File: config.mk
export PLATFORM = sky130hd
export DESIGN_NAME = multi_port_axi_bridge
export DESIGN_NICKNAME = d
export VERILOG_FILES = /design/src/rtl/multi_port_axi_bridge.sv
export SDC_FILE = /design/constraint.sdc
export NUM_CORES = 1
export LEC_CHECK = 0
export ABC_CLOCK_PERIOD_IN_PS = 2910
export CORE_AREA = 2 2 148 150
export DETAILED_ROUTE_END_ITERATION = 8
export DIE_AREA = 0 0 150 152
export PLACE_DENSITY = 0.66
export SETUP_SLACK_MARGIN = 0.2
export SYNTH_ARGS = -nofsm -noshare
export SYNTH_HDL_FRONTEND = slang
export SYNTH_SLANG_ARGS = --single-unit
File: constraint.sdc
create_clock -name clk -period 2.91 [get_ports clk]
set_input_delay 0.7275 -clock clk [delete_from_list [all_inputs] [get_ports clk]]
set_output_delay 0.7275 -clock clk [all_outputs]
set_load 0.005 [all_outputs]
File: src/rtl/multi_port_axi_bridge.sv
// multi_port_axi_bridge
// Bridges NPORT SRAM-like requester ports onto one AXI3 master. Reads and
// writes run through independent FSMs, each with at most one transaction in
// flight. Arbitration is round-robin (separate read/write pointers) or fixed
// priority, selected by RR_EN_DEFAULT.
// Optional feature: define BRIDGE_RAW_CHECK_EN to hold back any read whose
// word address matches a write still in W_SEND/W_RESP.
// NPORT must be 1..4; port indices are carried in 2 bits.

module multi_port_axi_bridge #(
    parameter int NPORT         = 2,
    parameter int RR_EN_DEFAULT = 1
) (
    input  logic                 clk,
    input  logic                 reset,
    // requester ports
    input  logic [NPORT-1:0]     req,
    input  logic [NPORT-1:0]     wr,
    input  logic [2*NPORT-1:0]   size,
    input  logic [32*NPORT-1:0]  addr,
    input  logic [32*NPORT-1:0]  wdata,
    input  logic [4*NPORT-1:0]   wstrb,
    output logic [NPORT-1:0]     addr_ok,
    output logic [NPORT-1:0]     data_ok,
    output logic [31:0]          rdata,
    // AXI read address channel
    output logic [3:0]           arid,
    output logic [31:0]          araddr,
    output logic [3:0]           arlen,
    output logic [2:0]           arsize,
    output logic [1:0]           arburst,
    output logic [1:0]           arlock,
    output logic [3:0]           arcache,
    output logic [2:0]           arprot,
    output logic                 arvalid,
    input  logic                 arready,
    // AXI read data channel
    input  logic [3:0]           rid,
    input  logic [31:0]          axi_rdata,
    input  logic                 rvalid,
    output logic                 rready,
    // AXI write address channel
    output logic [3:0]           awid,
    output logic [31:0]          awaddr,
    output logic [3:0]           awlen,
    output logic [2:0]           awsize,
    output logic [1:0]           awburst,
    output logic [1:0]           awlock,
    output logic [3:0]           awcache,
    output logic [2:0]           awprot,
    output logic                 awvalid,
    input  logic                 awready,
    // AXI write data channel
    output logic [3:0]           wid,
    output logic [31:0]          axi_wdata,
    output logic [3:0]           axi_wstrb,
    output logic                 wlast,
    output logic                 wvalid,
    input  logic                 wready,
    // AXI write response channel
    input  logic [3:0]           bid,
    input  logic                 bvalid,
    output logic                 bready
);

    typedef enum logic [1:0] {R_IDLE, R_ADDR, R_DATA} r_state_t;
    typedef enum logic [1:0] {W_IDLE, W_SEND, W_RESP} w_state_t;

    r_state_t r_state_q, r_state_d;
    w_state_t w_state_q, w_state_d;

    logic [1:0]       r_ptr_q, w_ptr_q;
    logic [NPORT-1:0] busy_q;

    logic [1:0]  r_owner_q, w_owner_q;
    logic [31:0] r_addr_q, w_addr_q, w_data_q;
    logic [1:0]  r_size_q, w_size_q;
    logic [3:0]  w_strb_q;
    logic        aw_done_q, w_done_q;

    logic [NPORT-1:0] r_elig, w_elig, raw_block;
    logic             r_found, w_found, r_grant, w_grant;
    logic [1:0]       r_pick, w_pick;
    logic [31:0]      r_addr_sel, w_addr_sel, w_data_sel;
    logic [1:0]       r_size_sel, w_size_sel;
    logic [3:0]       w_strb_sel;

    // Write responses are matched by the stored owner, so the returned id is
    // not needed.
    logic unused_bid;
    assign unused_bid = ^bid;

    // Scan eligible ports starting at 'start', wrapping; returns {found, index}.
    // Iterating downward lets the smallest offset overwrite the result last.
    function automatic logic [2:0] arbitrate(input logic [NPORT-1:0] elig,
                                             input logic [1:0] start);
        logic [2:0]       res;
        logic [NPORT-1:0] shifted;
        int               idx;
        res = 3'b000;
        for (int k = NPORT - 1; k >= 0; k--) begin
            idx     = (int'(start) + k) % NPORT;
            shifted = elig >> idx;
            if (shifted[0]) res = {1'b1, 2'(idx)};
        end
        return res;
    endfunction

    // Pointer advance: (granted index + 1) mod NPORT.
    function automatic logic [1:0] next_ptr(input logic [1:0] pick);
        return (pick == 2'(NPORT - 1)) ? 2'd0 : pick + 2'd1;
    endfunction

    // Read-after-write hazard mask: reads to a word still being written wait.
`ifdef BRIDGE_RAW_CHECK_EN
    always_comb begin
        raw_block = '0;
        for (int i = 0; i < NPORT; i++) begin
            raw_block[i] = (w_state_q != W_IDLE) &&
                           (addr[32*i+2 +: 30] == w_addr_q[31:2]);
        end
    end
`else
    assign raw_block = '0;
`endif

    // Arbitration for both paths, plus the combinational accept/completion pulses.
    always_comb begin
        // NOTE: every variable gets a default before any branch so no latch is inferred.
        r_elig = req & ~wr & ~busy_q & ~raw_block;
        w_elig = req &  wr & ~busy_q;
        {r_found, r_pick} = arbitrate(r_elig, (RR_EN_DEFAULT != 0) ? r_ptr_q : 2'd0);
        {w_found, w_pick} = arbitrate(w_elig, (RR_EN_DEFAULT != 0) ? w_ptr_q : 2'd0);
        // Reset must silence addr_ok even while requests are being presented.
        r_grant = r_found && (r_state_q == R_IDLE) && !reset;
        w_grant = w_found && (w_state_q == W_IDLE) && !reset;
        addr_ok = '0;
        data_ok = '0;
        for (int i = 0; i < NPORT; i++) begin
            addr_ok[i] = (r_grant && (r_pick == 2'(i))) ||
                         (w_grant && (w_pick == 2'(i)));
            data_ok[i] = (rvalid && rready && (rid == 4'(i))) ||
                         (bvalid && bready && (w_owner_q == 2'(i)));
        end
    end

    // Select the winning port's request fields for capture at grant.
    always_comb begin
        r_addr_sel = '0;
        r_size_sel = '0;
        w_addr_sel = '0;
        w_size_sel = '0;
        w_data_sel = '0;
        w_strb_sel = '0;
        for (int i = 0; i < NPORT; i++) begin
            if (r_pick == 2'(i)) begin
                r_addr_sel = addr[32*i +: 32];
                r_size_sel = size[2*i +: 2];
            end
            if (w_pick == 2'(i)) begin
                w_addr_sel = addr[32*i +: 32];
                w_size_sel = size[2*i +: 2];
                w_data_sel = wdata[32*i +: 32];
                w_strb_sel = wstrb[4*i +: 4];
            end
        end
    end

    // Read FSM next state and channel outputs.
    always_comb begin
        r_state_d = r_state_q;
        arvalid   = 1'b0;
        rready    = 1'b0;
        case (r_state_q)
            R_IDLE: if (r_grant) r_state_d = R_ADDR;
            R_ADDR: begin
                arvalid = 1'b1;
                if (arready) r_state_d = R_DATA;
            end
            R_DATA: begin
                rready = 1'b1;
                if (rvalid) r_state_d = R_IDLE;
            end
            default: r_state_d = R_IDLE;
        endcase
    end

    // Write FSM next state and channel outputs; AW and W may finish in any order.
    always_comb begin
        w_state_d = w_state_q;
        awvalid   = 1'b0;
        wvalid    = 1'b0;
        bready    = 1'b0;
        case (w_state_q)
            W_IDLE: if (w_grant) w_state_d = W_SEND;
            W_SEND: begin
                awvalid = !aw_done_q;
                wvalid  = !w_done_q;
                if ((aw_done_q || awready) && (w_done_q || wready)) w_state_d = W_RESP;
            end
            W_RESP: begin
                bready = 1'b1;
                if (bvalid) w_state_d = W_IDLE;
            end
            default: w_state_d = W_IDLE;
        endcase
    end

    // Control state: FSMs, pointers, busy flags, owners and handshake progress.
    always_ff @(posedge clk or posedge reset) begin
        if (reset) begin
            r_state_q <= R_IDLE;
            w_state_q <= W_IDLE;
            r_ptr_q   <= 2'd0;
            w_ptr_q   <= 2'd0;
            busy_q    <= '0;
            r_owner_q <= 2'd0;
            w_owner_q <= 2'd0;
            aw_done_q <= 1'b0;
            w_done_q  <= 1'b0;
        end else begin
            // NOTE: non-blocking assignments so every register samples pre-edge values.
            r_state_q <= r_state_d;
            w_state_q <= w_state_d;
            busy_q    <= (busy_q | addr_ok) & ~data_ok;
            if (r_grant) begin
                r_ptr_q   <= next_ptr(r_pick);
                r_owner_q <= r_pick;
            end
            if (w_grant) begin
                w_ptr_q   <= next_ptr(w_pick);
                w_owner_q <= w_pick;
                aw_done_q <= 1'b0;
                w_done_q  <= 1'b0;
            end else if (w_state_q == W_SEND) begin
                if (awvalid && awready) aw_done_q <= 1'b1;
                if (wvalid && wready)   w_done_q  <= 1'b1;
            end
        end
    end

    // Request payload captured at grant.
    // NOTE: payload registers have no reset; they are only observed behind a valid.
    always_ff @(posedge clk) begin
        if (r_grant) begin
            r_addr_q <= r_addr_sel;
            r_size_q <= r_size_sel;
        end
        if (w_grant) begin
            w_addr_q <= w_addr_sel;
            w_size_q <= w_size_sel;
            w_data_q <= w_data_sel;
            w_strb_q <= w_strb_sel;
        end
    end

    assign rdata     = axi_rdata;

    assign arid      = {2'b00, r_owner_q};
    assign araddr    = r_addr_q;
    assign arsize    = {1'b0, r_size_q};
    assign arlen     = 4'd0;
    assign arburst   = 2'b01;
    assign arlock    = 2'b00;
    assign arcache   = 4'd0;
    assign arprot    = 3'd0;

    assign awid      = {2'b00, w_owner_q};
    assign awaddr    = w_addr_q;
    assign awsize    = {1'b0, w_size_q};
    assign awlen     = 4'd0;
    assign awburst   = 2'b01;
    assign awlock    = 2'b00;
    assign awcache   = 4'd0;
    assign awprot    = 3'd0;

    assign wid       = awid;
    assign axi_wdata = w_data_q;
    assign axi_wstrb = w_strb_q;
    assign wlast     = 1'b1;

endmodule

==> reports/summary.txt <==
Worst setup path startpoint = wr[0]
CP bufs+invs = 2
Placed wire-length estimate = 11700 um
CORE AREA = 21400 sq um
Grt ovf = 0
FF+latch count, synth = 116
CP peak stage delay = 0.42 ns
LEAKAGE = 3.39 nW
Register area share after synthesis = 59.6%
Clock Latency Late Sink = 0.41 ns
Die width = 150 um
WP depth = 5
Num CTS Buffers = 17
Layout cells sized above 1 = 26.7%
Ant. Diodes = 0
Final Max Tran Viols = 0
Ports = 381
GP Congestion = 0.813
Area Growth Syn to Fin = 60.6%
# fillers = 1965
Synth area leader = edfxtp_1
Yosys warning count = 0
EDFF count, synth = 104
CP required = 2.18 ns
Iteration count of the initial detailed-routing pass = 4
Critical hold path startpoint = r_owner_q[0]$_DFFE_PP0P_
Post-synthesis instance area = 5740 sq um
Port bufs = 270
CTS tree = yes
HP Class = register to register
R2R cell count = 6
Reg-to-Reg Start = busy_q[1]$_DFF_PP0_
Outcome = completed
Flop2flop setup slack = 0.91 ns
Hold Vio Cnt, Final = 0
Placed cell count = 891
Clock Path Buffers = 2
Max H-tree Level = 4
Max-Cap Viols = 0
Non-filler cells in the finished layout = 923
Async SR Flop Fraction = 10.3%
Skew final = 0.0125 ns
Post-DRT Antenna Nets = 0
Ordered list of cells on the worst path = dlygate4sd2_1 > or3b_4 > a211o_4 > nand2_2 > clkdlybuf4s15_2
Post-Route WL = 16000 um
End point of the critical path = addr_ok[0]
Startpoint class of the critical path = primary input
RSZ-0062 raised after global routing = no
Clock root cell = clkbuf_16
First-pass GRT wire length = 23700 um
Crit Path Category = primary input to output port
Detailed-route wire length per cell = 17.4 um
PwrDens = 629 nW/um^2
Initial antenna violation count = 0
GRT Total Usage = 13.8%
Minimum clock period = 2.67 ns
Critical-path maximum fanout = 3
Die height = 152 um
Vias in the first global route = 4184
WHS = 0.505 ns
Worst flop-to-flop path endpoint = araddr[31]$_DFFE_PP_
Nets = 822
Largest delay share family, worst path = simple AND/OR/NAND/NOR gates
Synth area leaders = edfxtp_1 (54%), mux2_2 (15%), buf_4 (9.8%)
FP Rows = 54
Crit share post-route = 91.6%
Area of the die = 22800 sq um
Worst Path Arrival = 1.94 ns
DRC = 0
Via count = 3921
Clock slew at reported path FFs = 0.06 ns
Drt initial violations = 180
Post-DR vias/cell = 4.25
Fmax = 375 MHz
Most used flip-flop cell after synthesis = edfxtp_1
Mapped Cells = 368
Syn Area/Cell = 15.6 sq um
Initial Utilization = 26.9%
Yosys cell types = 35
Largest net degree at the start of global routing = 40
CP endpoint kind = output port
Synth top area share = 54.4%
VDD IR max = 0.000342 V
Critical path's slowest cell = or3b_4
CTS Sinks = 116
Final setup viols = 0
-- stage by stage --
| stage | instance area (sq um) | utilization (%) | setup slack (ns) | total power [mW] | setup TNS (ns) |
|---|---|---|---|---|---|
| final | 9220 | 43.2 | 0.244 | 5.80 | 0 |
| after CTS | 9220 | 43.2 | 0.199 | 5.87 | 0 |
| after floorplan | 5890 | - | 0.245 | 2.84 | 0 |
| after global routing | 9220 | 43.2 | 0.201 | 6.04 | 0 |
| after detailed placement | 8510 | 39.8 | -0.532 | 3.48 | -1.62 |
| after global placement | 8510 | 39.8 | -0.483 | 3.45 | -1.44 |
-- Yosys cell counts, types with 3 or more instances --
cell type,instances
buf_4,75
mux2_2,75
nor2_1,4
dfrtp_1,12
mux2_4,29
inv_1,10
edfxtp_1,104
buf_2,7
buf_12,3
a21oi_1,5
nand2_1,3
nand2b_1,3
a31oi_1,4
o21ai_0,4
-- logic make-up (layout without fill, tap and decap cells) --
family / Yosys count / in the layout / synth area share (%)
compound gates: 24 / 24 / 2.79
buf+inv: 97 / 332 / 12.4
flops: 116 / 116 / 59.6
mux: 104 / 104 / 22.3
other cells: 2 / 42 / 0.131
simple gates: 25 / 25 / 2.75
-- sequential cells by signal, summed over array words and instances, names as in the netlist --
signal,flops
araddr,32
r_ptr_q,1
awaddr,32
busy_q,2
w_state_q,2
w_ptr_q,1
axi_wdata,32
w_done_q,1
axi_wstrb,4
w_size_q,2
r_owner_q,1
w_owner_q,1
aw_done_q,1
r_size_q,2
r_state_q,2
-- report_power, final --
part           internal (mW)  switching, mW  total, mW
Combinational          0.790          0.487       1.28
Sequential              2.08          0.120       2.20
Clock                   1.53          0.794       2.32
-- layout make-up --
cell class	instances	area, sq um	share of cell area, %
Clock buffer	17	425	4.61
Timing Repair Buffer	291	2920	31.6
Inverter	10	41.3	0.448
Tap cell	280	350	3.80
Multi-Input combinational cell	195	1840	19.9
Sequential cell	116	3420	37.1
Clock inverter	14	228	2.47
-- worst min-delay path by stage --
stage	endpoint	cells after the start	slack, ns
floorplan	w_state_q[0]$_DFFE_PP0P_	1	0.47
global placement	r_owner_q[0]$_DFFE_PP0P_	1	0.49
detailed placement	r_owner_q[0]$_DFFE_PP0P_	1	0.50
CTS	r_owner_q[0]$_DFFE_PP0P_	1	0.51
global route	r_owner_q[0]$_DFFE_PP0P_	1	0.52
finish	r_owner_q[0]$_DFFE_PP0P_	1	0.51
-- timing repair --
action | 4_1_cts | 5_1_grt
endpoints found under the setup margin | 4 | 1
buffers inserted | 1 | 0
hold buffers | 0 | 0
gates resized for setup | 33 | 0
pin swaps | 7 | 1
endpoints found under the hold margin | 0 | 0
-- routing by layer --
layer	share of wire [%]	track usage (%)
met1	38	15.4
met2	53	24.9
met3	7.2	3.57
met4	2.0	5.08
met5	0	0
-- layout by cell type (no fill, tap or decap), drive strengths merged, types with 3 or more instances in the layout --
cell type,count
dlygate4sd2,9
nand2b,3
edfxtp,104
nand2,3
o21ai,4
nor2,4
mux2,104
clkinv,7
buf,23
conb,42
a21oi,5
a31oi,4
inv,11
dfrtp,12
bufinv,5
clkbuf,17
clkdlybuf4s50,257
No activity file was read; power rests on OpenSTA's default activity.
